<file path="src/rtl/fp_align_pkg.sv">
`default_nettype none
// ============================================================================
// Module  : fp_align_pkg
// Brief   : Shared types and width helpers for the FPU add/sub align stage.
// Revision: 1.0 - initial release
// ============================================================================
package fp_align_pkg;

  localparam int DEF_EXP_W = 8;
  localparam int DEF_MAN_W = 23;
  localparam int DEF_TAG_W = 3;

  typedef struct packed {
    logic zero;
    logic sub;
    logic inf;
    logic qnan;
    logic snan;
  } fp_class_t;

  // Flag payload carried from S1 to S2 and presented unchanged at the output.
  typedef struct packed {
    logic res_sign;
    logic eff_sub;
    logic is_nan;
    logic invalid;
    logic is_inf;
    logic exact_cancel;
  } align_flags_t;

  // Aligned width: carry, hidden, fraction, guard, round.
  function automatic int aln_w(input int man_w);
    return man_w + 4;
  endfunction

endpackage
`default_nettype wire

</file>
<file path="src/rtl/fp_align_if.sv">
`default_nettype none
// ============================================================================
// Module  : fp_align_if
// Brief   : Input/output handshake and data bundle of the align stage.
// Revision: 1.0 - initial release
// ============================================================================
interface fp_align_if
  import fp_align_pkg::*;
#(
  parameter int EXP_W = DEF_EXP_W,
  parameter int MAN_W = DEF_MAN_W,
  parameter int TAG_W = DEF_TAG_W
);
  localparam int ALN_W = aln_w(MAN_W);
  localparam int OP_W  = 1 + EXP_W + MAN_W;

  logic             in_valid;
  logic             in_ready;
  logic             add_sub;
  logic [OP_W-1:0]  op_a;
  logic [OP_W-1:0]  op_b;
  logic [TAG_W-1:0] in_tag;
  logic             out_valid;
  logic             out_ready;
  logic [TAG_W-1:0] out_tag;
  logic             res_sign;
  logic             eff_sub;
  logic [EXP_W-1:0] exp_res;
  logic [ALN_W-1:0] man_big;
  logic [ALN_W-1:0] man_small;
  logic             sticky;
  logic             is_nan;
  logic             invalid;
  logic             is_inf;
  logic             exact_cancel;

  modport master (
    output in_valid, add_sub, op_a, op_b, in_tag, out_ready,
    input  in_ready, out_valid, out_tag, res_sign, eff_sub, exp_res,
           man_big, man_small, sticky, is_nan, invalid, is_inf, exact_cancel
  );

  modport slave (
    input  in_valid, add_sub, op_a, op_b, in_tag, out_ready,
    output in_ready, out_valid, out_tag, res_sign, eff_sub, exp_res,
           man_big, man_small, sticky, is_nan, invalid, is_inf, exact_cancel
  );
endinterface
`default_nettype wire

</file>
<file path="src/rtl/fp_rshift_sticky.sv">
`default_nettype none
// ============================================================================
// Module  : fp_rshift_sticky
// Brief   : Saturating barrel right-shift; sticky OR when FP_ALIGN_STICKY_EN.
// Revision: 1.0 - initial release
// ============================================================================
module fp_rshift_sticky #(
  parameter int W    = 27,
  parameter int SH_W = 8
) (
  input  logic [W-1:0]    i_din,
  input  logic [SH_W-1:0] i_shamt,
  output logic [W-1:0]    o_dout,
  output logic            o_sticky
);

  logic w_sat;

  assign w_sat  = (32'(i_shamt) >= 32'(W));
  assign o_dout = w_sat ? '0 : (i_din >> i_shamt);

`ifdef FP_ALIGN_STICKY_EN
  logic [W-1:0] w_mask;

  // Low i_shamt bits set: exactly the positions that fall off the bottom.
  assign w_mask   = ~({W{1'b1}} << i_shamt);
  assign o_sticky = w_sat ? (|i_din) : (|(i_din & w_mask));
`else
  assign o_sticky = 1'b0;
`endif

endmodule
`default_nettype wire

</file>
<file path="src/rtl/fp_align_stage.sv">
`default_nettype none
// ============================================================================
// Module  : fp_align_stage
// Brief   : Two-stage unpack/swap/align for the FPU add/sub path.
// Revision: 1.0 - initial release
// ============================================================================
module fp_align_stage
  import fp_align_pkg::*;
#(
  parameter int EXP_W = DEF_EXP_W,
  parameter int MAN_W = DEF_MAN_W,
  parameter int TAG_W = DEF_TAG_W
) (
  input  logic     clk,
  input  logic     reset_n,
  input  logic     flush,
  fp_align_if.slave bus
);

  localparam int ALN_W = aln_w(MAN_W);
  localparam logic [EXP_W-1:0] c_exp_one = EXP_W'(1);

  function automatic fp_class_t classify(input logic [EXP_W-1:0] e, input logic [MAN_W-1:0] f);
    fp_class_t c;
    c.zero = (e == '0) && (f == '0);
    c.sub  = (e == '0) && (f != '0);
    c.inf  = (&e) && (f == '0);
    c.qnan = (&e) && f[MAN_W-1];
    c.snan = (&e) && !f[MAN_W-1] && (f != '0);
    return c;
  endfunction

  logic             w_sa, w_sb, w_sb_eff;
  logic [EXP_W-1:0] w_ea, w_eb, w_eea, w_eeb, w_big_exp, w_diff;
  logic [MAN_W-1:0] w_fa, w_fb;
  fp_class_t        w_ca, w_cb;
  logic [ALN_W-1:0] w_siga, w_sigb, w_big_sig, w_small_sig, w_sh_man;
  logic             w_a_big, w_mag_eq, w_eff_sub, w_any_nan, w_any_inf, w_invalid, w_cancel;
  logic             w_sh_sticky, w_s1_adv, w_s2_adv;
  align_flags_t     w_flags;

  logic             r_s1_valid, r_s2_valid;
  align_flags_t     r_s1_flags, r_s2_flags;
  logic [ALN_W-1:0] r_s1_big, r_s1_small, r_s2_big, r_s2_small;
  logic [EXP_W-1:0] r_s1_exp, r_s1_diff, r_s2_exp;
  logic [TAG_W-1:0] r_s1_tag, r_s2_tag;
  logic             r_s2_sticky;

  assign {w_sa, w_ea, w_fa} = bus.op_a;
  assign {w_sb, w_eb, w_fb} = bus.op_b;
  assign w_ca = classify(w_ea, w_fa);
  assign w_cb = classify(w_eb, w_fb);

  // Subnormals and zeros share the minimum normal exponent with no hidden bit.
  assign w_eea  = (w_ca.zero | w_ca.sub) ? c_exp_one : w_ea;
  assign w_eeb  = (w_cb.zero | w_cb.sub) ? c_exp_one : w_eb;
  assign w_siga = {1'b0, ~(w_ca.zero | w_ca.sub), w_fa, 2'b00};
  assign w_sigb = {1'b0, ~(w_cb.zero | w_cb.sub), w_fb, 2'b00};

  assign w_sb_eff  = w_sb ^ bus.add_sub;
  assign w_eff_sub = w_sa ^ w_sb_eff;
  assign w_a_big   = {w_ea, w_fa} >= {w_eb, w_fb};
  assign w_mag_eq  = {w_ea, w_fa} == {w_eb, w_fb};
  assign w_any_nan = w_ca.qnan | w_ca.snan | w_cb.qnan | w_cb.snan;
  assign w_any_inf = w_ca.inf | w_cb.inf;
  assign w_invalid = w_ca.snan | w_cb.snan | (w_ca.inf & w_cb.inf & w_eff_sub);
  assign w_cancel  = w_eff_sub & w_mag_eq & ~w_any_nan & ~w_any_inf;

  always_comb begin
    w_flags              = '0;
    w_flags.res_sign     = w_a_big ? w_sa : w_sb_eff;
    w_flags.eff_sub      = w_eff_sub;
    w_flags.is_nan       = w_any_nan | w_invalid;
    w_flags.invalid      = w_invalid;
    w_flags.is_inf       = w_any_inf & ~(w_any_nan | w_invalid);
    w_flags.exact_cancel = w_cancel;
  end

  // Exact cancellation forces a clean zero payload through the shifter.
  assign w_big_sig   = w_cancel ? '0 : (w_a_big ? w_siga : w_sigb);
  assign w_small_sig = w_cancel ? '0 : (w_a_big ? w_sigb : w_siga);
  assign w_big_exp   = w_cancel ? '0 : (w_a_big ? w_eea : w_eeb);
  assign w_diff      = w_a_big ? (w_eea - w_eeb) : (w_eeb - w_eea);

  assign w_s2_adv     = ~r_s2_valid | bus.out_ready;
  assign w_s1_adv     = w_s2_adv | ~r_s1_valid;
  assign bus.in_ready = w_s1_adv;

  fp_rshift_sticky #(
    .W    (ALN_W),
    .SH_W (EXP_W)
  ) u_rshift (
    .i_din    (r_s1_small),
    .i_shamt  (r_s1_diff),
    .o_dout   (w_sh_man),
    .o_sticky (w_sh_sticky)
  );

  always_ff @(posedge clk or negedge reset_n) begin
    if (!reset_n) begin
      r_s1_valid  <= 1'b0;
      r_s1_flags  <= '0;
      r_s1_big    <= '0;
      r_s1_small  <= '0;
      r_s1_exp    <= '0;
      r_s1_diff   <= '0;
      r_s1_tag    <= '0;
      r_s2_valid  <= 1'b0;
      r_s2_flags  <= '0;
      r_s2_big    <= '0;
      r_s2_small  <= '0;
      r_s2_exp    <= '0;
      r_s2_tag    <= '0;
      r_s2_sticky <= 1'b0;
    end else if (flush) begin
      r_s1_valid <= 1'b0;
      r_s2_valid <= 1'b0;
    end else begin
      if (w_s1_adv) begin
        r_s1_valid <= bus.in_valid;
        if (bus.in_valid) begin
          r_s1_flags <= w_flags;
          r_s1_big   <= w_big_sig;
          r_s1_small <= w_small_sig;
          r_s1_exp   <= w_big_exp;
          r_s1_diff  <= w_diff;
          r_s1_tag   <= bus.in_tag;
        end
      end
      if (w_s2_adv) begin
        r_s2_valid <= r_s1_valid;
        if (r_s1_valid) begin
          r_s2_flags  <= r_s1_flags;
          r_s2_big    <= r_s1_big;
          r_s2_small  <= w_sh_man;
          r_s2_exp    <= r_s1_exp;
          r_s2_tag    <= r_s1_tag;
          r_s2_sticky <= w_sh_sticky;
        end
      end
    end
  end

  assign bus.out_valid    = r_s2_valid;
  assign bus.out_tag      = r_s2_tag;
  assign bus.res_sign     = r_s2_flags.res_sign;
  assign bus.eff_sub      = r_s2_flags.eff_sub;
  assign bus.exp_res      = r_s2_exp;
  assign bus.man_big      = r_s2_big;
  assign bus.man_small    = r_s2_small;
  assign bus.sticky       = r_s2_sticky;
  assign bus.is_nan       = r_s2_flags.is_nan;
  assign bus.invalid      = r_s2_flags.invalid;
  assign bus.is_inf       = r_s2_flags.is_inf;
  assign bus.exact_cancel = r_s2_flags.exact_cancel;

endmodule
`default_nettype wire

</file>
<file path="src/flat_wrapper.sv">
// flat-port wrapper written by rule: the top's interface ports become plain ports
module fp_align_stage_flat import fp_align_pkg::*;
#(
  parameter int EXP_W = DEF_EXP_W,
  parameter int MAN_W = DEF_MAN_W,
  parameter int TAG_W = DEF_TAG_W
)
  (clk, reset_n, flush, bus_in_valid, bus_add_sub, bus_op_a, bus_op_b, bus_in_tag, bus_out_ready, bus_in_ready, bus_out_valid, bus_out_tag, bus_res_sign, bus_eff_sub, bus_exp_res, bus_man_big, bus_man_small, bus_sticky, bus_is_nan, bus_invalid, bus_is_inf, bus_exact_cancel);
  fp_align_if #(.EXP_W(EXP_W), .MAN_W(MAN_W), .TAG_W(TAG_W)) bus_i ();
  input  logic clk;
  input  logic reset_n;
  input  logic flush;
  input wire logic [$bits(bus_i.in_valid)-1:0] bus_in_valid;
  input wire logic [$bits(bus_i.add_sub)-1:0] bus_add_sub;
  input wire logic [$bits(bus_i.op_a)-1:0] bus_op_a;
  input wire logic [$bits(bus_i.op_b)-1:0] bus_op_b;
  input wire logic [$bits(bus_i.in_tag)-1:0] bus_in_tag;
  input wire logic [$bits(bus_i.out_ready)-1:0] bus_out_ready;
  output wire logic [$bits(bus_i.in_ready)-1:0] bus_in_ready;
  output wire logic [$bits(bus_i.out_valid)-1:0] bus_out_valid;
  output wire logic [$bits(bus_i.out_tag)-1:0] bus_out_tag;
  output wire logic [$bits(bus_i.res_sign)-1:0] bus_res_sign;
  output wire logic [$bits(bus_i.eff_sub)-1:0] bus_eff_sub;
  output wire logic [$bits(bus_i.exp_res)-1:0] bus_exp_res;
  output wire logic [$bits(bus_i.man_big)-1:0] bus_man_big;
  output wire logic [$bits(bus_i.man_small)-1:0] bus_man_small;
  output wire logic [$bits(bus_i.sticky)-1:0] bus_sticky;
  output wire logic [$bits(bus_i.is_nan)-1:0] bus_is_nan;
  output wire logic [$bits(bus_i.invalid)-1:0] bus_invalid;
  output wire logic [$bits(bus_i.is_inf)-1:0] bus_is_inf;
  output wire logic [$bits(bus_i.exact_cancel)-1:0] bus_exact_cancel;
  assign bus_i.in_valid = bus_in_valid;
  assign bus_i.add_sub = bus_add_sub;
  assign bus_i.op_a = bus_op_a;
  assign bus_i.op_b = bus_op_b;
  assign bus_i.in_tag = bus_in_tag;
  assign bus_i.out_ready = bus_out_ready;
  assign bus_in_ready = bus_i.in_ready;
  assign bus_out_valid = bus_i.out_valid;
  assign bus_out_tag = bus_i.out_tag;
  assign bus_res_sign = bus_i.res_sign;
  assign bus_eff_sub = bus_i.eff_sub;
  assign bus_exp_res = bus_i.exp_res;
  assign bus_man_big = bus_i.man_big;
  assign bus_man_small = bus_i.man_small;
  assign bus_sticky = bus_i.sticky;
  assign bus_is_nan = bus_i.is_nan;
  assign bus_invalid = bus_i.invalid;
  assign bus_is_inf = bus_i.is_inf;
  assign bus_exact_cancel = bus_i.exact_cancel;
  fp_align_stage #(.EXP_W(EXP_W), .MAN_W(MAN_W), .TAG_W(TAG_W)) u_core (.clk(clk), .reset_n(reset_n), .flush(flush), .bus(bus_i));
endmodule
</file>
<file path="config.mk">
export PLATFORM = sky130hd
export DESIGN_NAME = fp_align_stage_flat
export DESIGN_NICKNAME = d
export VERILOG_FILES = /design/src/rtl/fp_align_pkg.sv /design/src/rtl/fp_align_if.sv /design/src/rtl/fp_rshift_sticky.sv /design/src/rtl/fp_align_stage.sv /design/src/flat_wrapper.sv
export SDC_FILE = /design/constraint.sdc
export NUM_CORES = 1
export LEC_CHECK = 0
export CORE_ASPECT_RATIO = 0.6
export CORE_MARGIN = 4
export CORE_UTILIZATION = 50
export DETAILED_ROUTE_END_ITERATION = 10
export GPL_ROUTABILITY_DRIVEN = 0
export PLACE_DENSITY = 0.73
export SYNTH_ARGS = -nofsm -noshare
export SYNTH_HDL_FRONTEND = slang
export SYNTH_SLANG_ARGS = --single-unit
</file>
<file path="constraint.sdc">
create_clock -name clk -period 6.05 [get_ports clk]
set_input_delay 0.9075 -clock clk [delete_from_list [all_inputs] [get_ports clk]]
set_output_delay 0.9075 -clock clk [all_outputs]
set_load 0.005 [all_outputs]
</file>
# Word level (Yosys, flattened, before mapping)
# Index checks and enable logic that the tools add are counted.
# word_totals
out_inout_bits,74
reg_bits,152
elab_cells,97
# op_classes
n_lt_le_gt_ge,2
add_sub_neg,2
n_bitwise,27
n_reduce_logical,26
muxes,15
n_eq_ne,1
shifts,1
# ops
operator,n
27-bit two-way mux,3
26-bit two-way mux,2
23-bit zero test,2
23-bit nonzero test,2
8-bit two-way mux,5
31-bit equality test,1
31-bit greater-or-equal comparator,1
27-bit by 8-bit >> shifter with 27-bit output,1
8-bit zero test,2
8-bit AND reduction,2
8-bit subtractor,2
1-bit logical AND,12
1-bit bitwise OR,11
"8-bit by 5-bit greater-or-equal comparator with 1-bit output, second input constant",1
1-bit NOT,8
1-bit bitwise AND,6
3-bit AND reduction,2
1-bit two-way mux,5
2-bit nonzero test,2
1-bit zero test,2
1-bit bitwise XOR,2

# Longest topological paths before layout
# logic_depth
word_depth,10
mapped_depth,13

# By module
# A second synthesis with hierarchy kept.
# hier_totals
cells_unflattened,934
area_unflattened_um2,9262.6
# modules_own_cells
mod,area_per_inst_um2,cells_per_inst,seq_area_each_um2,n_inst
fp_align_stage,7584.8,761,3603.5,1
fp_rshift_sticky,1677.9,173,0.0,1

# Worst setup path after synthesis
# Ideal clock, no wire load.
# synth_path
path_type,in2reg
from,in bus_op_b[23]
to,reg u_core.r_s1_diff[6]
required_time_ps,5968
setup_time_ps,82
cell_stages,12
path_slack_ps,3035
arrival_ps,2933
path_cell_list,nor4_1 -> a21oi_1 -> inv_1 -> nand2_1 -> fa_1 -> a21o_1 -> a21o_1 -> a21o_1 -> a21oi_1 -> o21ai_0 -> a21o_1 -> a31oi_1
# synth_between
elab_chain_len,6
elab_cells_between_ends,9
classes_between,add/sub: 2; order compare: 1; mux: 2; bitwise: 1; reduce/logical: 3
# synth_lines
item,line_no,rtl
start: declaration,flat_wrapper.sv:16,input wire logic [$bits(bus_i.op_b)-1:0] bus_op_b;
8-bit zero test,"fp_align_stage.sv:25, fp_align_stage.sv:26",
1-bit logical AND (on tied branches),"fp_align_stage.sv:25, fp_align_stage.sv:26",
1-bit bitwise OR,fp_align_stage.sv:56,assign w_eeb = (w_cb.zero | w_cb.sub) ? c_exp_one : w_eb;
8-bit two-way mux,fp_align_stage.sv:56,
8-bit subtractor,fp_align_stage.sv:83,assign w_diff = w_a_big ? (w_eea - w_eeb) : (w_eeb - w_eea);
8-bit two-way mux (*),fp_align_stage.sv:83,
end signal: assignment,fp_align_stage.sv:126,r_s1_diff <= w_diff;
end: declaration,fp_align_stage.sv:45,"logic [EXP_W-1:0] r_s1_exp, r_s1_diff, r_s2_exp;"
# Mark *: on every way between the ends. The rest lies on a longest branch, timed or not.
# A chain may end at the register's enable or synchronous reset.

# Worst setup path after layout
# layout_path
from,in bus_op_b[28]
to,reg u_core.r_s1_exp[0]
# layout_between
elab_chain_len,8
elab_cells_between_ends,22
classes_between,order compare: 1; eq/ne: 1; mux: 3; bitwise: 9; reduce/logical: 8
# layout_lines
item,line_no,rtl
branches (longest 7 deep; another with 31-bit greater-or-equal comparator),n/a,
8-bit two-way mux (*),fp_align_stage.sv:82,assign w_big_exp = w_cancel ? '0 : (w_a_big ? w_eea : w_eeb);
end signal: assignment,fp_align_stage.sv:125,r_s1_exp <= w_big_exp;
end: declaration,fp_align_stage.sv:45,
# Every way passes the cells marked *.

==> metrics.txt <==
status complete, no violations; Worst slew margin a little over a third; Final setup viols 0; Req. time, crit path 6320 ps; Filler Cell Count roughly 1,400; reg2reg path depth 8; Final Hold Viols 0; VDD IR-drop max 0.000205 V; top_reg_cell synth dfrtp_1; clk root buf clkbuf_16; worst skew pair latency between 400 and 500 ps; drt drc 0; nets approximately 1,100; worst clock skew ~14 ps; layout cells sized above 1 approximately 11%; 1st-iter DRT viols 738; Crit. End Element flop; Die Wd 179 um; largest net degree at the start of global routing between 90 and 100; Syn Std Cell Area a little under 9000 um^2; Fin Setup TNS 0 ps; num ports between 100 and 150; crit-path max cell delay roughly 710 ps; Slew Limit Fails 0; Max-cap violations 0; core area about 17,000 um^2; Ant. Diodes 0; CTS resizes 0; asr flop ratio synth 100%; Crit-path slowest cell clkdlybuf4s50_1; CTS buffer count 17; vias in the first global route 7,075; crit path from bus_op_b[28]; CTS HTree Levels 4; worst hold stages 1; die area 19,800 um^2; Inst Count DP 1,231; final WL roughly 24 mm; PwrDens roughly 300 nW/um^2; Tcrit/Tclk final approximately two thirds; via count around 7,300; first-pass GRT wire length ~39 mm; Peak Freq approximately 240 MHz; synth-to-layout area growth 23.8%; Finished Layout Cells 1,263; IO buf count 141; Hold Buf Count CTS 0; R2R Setup Slk approximately 3400 ps; critical path fanouts, max 41; post-layout minimum cycle time 4100 ps; unique cell type count in the Yosys netlist 64; maximum clock path buffer count 2; All-Layer GR Usage 24.4%; RSZ-0062 raised after global routing no; wire per inst between 15 and 20 um; Mapped Cells a little over 900; P_leak about 5 nW; crit path DAT between 4000 and 5000 ps; Setup Crit Path Kind primary input to flop; reg2reg start u_core.r_s1_diff[1]; Core Rows 37; DP HPWL around 17 mm; Hold Path Class flop to flop; register area share after synthesis 40.5%; setup slack at placement 1580 ps; Synth Warn # 0; DP Area 10,200 um^2; Post-synth EDFFs 0; final instance area between 10,000 and 15,000 um^2; Syn Area/Cell about 9.7 um^2; timing endpoint of the critical path u_core.r_s1_exp[0]; DIE HEIGHT 111 um; Slew @ Worst Pin approximately 970 ps; cells along the critical path clkdlybuf4s50_1, inv_1, ha_1, nand4_1, and4bb_4, a221oi_2, o211ai_4, nor2_8, buf_4, mux2i_1, o21ai_0; crit path launch type primary input; initial antenna violation count 0; first-pass detailed-route iteration total 5; fin worst setup slack 1950 ps; antenna viol nets, final 0; reg2reg end u_core.bus.man_small[0]; CTS tree yes; clock sink count around 140; Worst-path clk slew approximately 70 ps; gr ovfl total 0; Initial Utilization between 50% and 60%; Yosys reg bits between 100 and 150; Post CTS Setup Buffer Count 0; Vias/cell a little under 6
## through the flow
stage / util (%) / total power [W] / hold slack (ps)
floorplan: - / 0.00174 / 442
global placement: 59.6 / 0.00211 / 459
detailed placement: 59.6 / 0.00213 / 465
CTS: 63.2 / 0.00325 / 479
global route: 63.2 / 0.00341 / 495
finish: 63.2 / 0.00324 / 478
## kinds of logic after synthesis
kind of cell             Yosys count  share of synthesized area [%]
AND/OR/NAND/NOR                  246                           13.4
other                              1                         0.0428
adder cells (fa/ha/maj)           47                           6.88
buffers and inverters            122                           6.44
flip-flops                       142                           40.5
AO/OA/AOI/OAI                    207                           14.5
XOR/XNOR                           3                          0.300
multiplexers                     139                           17.9
## cell usage after synthesis (all sizes together), types with 2 or more instances
master	number	area share [%]
a211oi	4	0.34
a21o	12	1.0
a21oi	28	1.6
a221oi	7	0.77
a22o	10	1.0
a22oi	4	0.34
a2bb2oi	2	0.20
a31oi	6	0.43
and2	2	0.14
and3	3	0.21
and4	2	0.23
buf	25	2.3
clkbuf	43	1.8
dfrtp	142	41
fa	2	0.46
ha	45	6.4
inv	53	2.3
mux2	50	6.4
mux2i	80	9.1
mux4	9	2.3
nand2	113	4.8
nand2b	4	0.29
nand3	21	1.2
nand3b	5	0.43
nand4	11	0.78
nor2	36	1.7
nor2b	4	0.29
nor3	15	0.91
nor4	16	1.2
o211ai	7	0.76
o21a	5	0.43
o21ai	104	5.9
o22ai	3	0.21
o31ai	6	0.57
o32ai	2	0.20
or2	3	0.21
or3	8	0.57
xor2	2	0.20
## where the power goes
group	internal, W	switching (W)
combinational	0.000463	0.000436
sequential	0.00111	0.000114
clock	0.000670	0.000447
total	0.00224	0.000998
## worst min path at each step
stage	start	end	slack, ps
finish	u_core.bus.man_small[0]	u_core.bus.man_small[0]	480
global route	u_core.r_s1_big[18]	u_core.r_s1_big[18]	500
CTS	u_core.bus.man_small[0]	u_core.bus.man_small[0]	480
detailed placement	u_core.bus.man_small[0]	u_core.bus.man_small[0]	460
global placement	u_core.r_s1_tag[2]	u_core.r_s1_tag[2]	460
floorplan	u_core.r_s1_tag[0]	u_core.r_s1_tag[0]	440
## worst max-delay path, delay by kind of cell
kind / cells / cell delay (ps)
adders and majority gates: 1 / 320
muxes: 1 / 210
and+or+nand+nor: 3 / 1070
AOI/OAI and AO/OA: 3 / 680
buffers and inverters: 3 / 1170
## flip-flops by register name, summed over array words and instances, names as in the netlist
name	cells
u_core.r_s1_diff	8
u_core.bus.man_big	24
u_core.bus.is_inf	1
u_core.bus.is_nan	1
u_core.bus.invalid	1
u_core.bus.exact_cancel	1
u_core.bus.res_sign	1
u_core.bus.man_small	26
u_core.bus.eff_sub	1
u_core.bus.out_valid	1
u_core.r_s1_big	24
u_core.bus.out_tag	3
u_core.r_s1_flags	6
u_core.r_s1_exp	8
u_core.r_s1_valid	1
u_core.r_s1_small	24
u_core.r_s1_tag	3
u_core.bus.exp_res	8
## layout by cell type (no fill, tap or decap), types with 4 or more instances in the layout
cell type        netlist  routed
clkinv_4               0       4
or3_1                  8       8
mux4_2                 9       9
nor3_1                14      14
clkdlybuf4s50_1        0     140
a22oi_1                4       4
inv_1                 53      53
buf_4                  8      13
nor2b_1                4       4
conb_1                 1       5
o21a_1                 5       5
nor2_1                35      35
nand3b_1               5       5
a21oi_1               28      28
mux2_2                50      50
o211ai_1               6       6
mux2i_1               80      80
a21o_1                12      12
a31oi_1                6       6
o21ai_1               12      12
nand3_1               21      21
nor4_1                15      15
inv_6                  0       5
a221oi_1               6       6
nand2b_1               4       4
o31ai_1                5       5
dfrtp_1              142     142
a22o_1                10      10
nand4_1               11      11
o21ai_0               92      92
a211oi_1               4       4
ha_1                  45      45
clkbuf_16              0      17
nand2_1              113     113
## layout make-up
class / instances / area (um^2) / area share (%)
sequential: 142 / 3550 / 32.7
multi-input combinational: 647 / 4680 / 43.1
inverter: 54 / 203 / 1.87
timing repair buffer: 154 / 1510 / 13.9
tap: 234 / 293 / 2.70
clock buffer: 19 / 443 / 4.08
clock inverter: 13 / 176 / 1.63
## routing by layer
layer	share of wire [%]	GRT usage (%)
met4	0.76	4.24
met1	48	37.9
met3	9.2	6.60
met2	42	34.2
met5	0	0
Power figures use the tool's default switching activity.
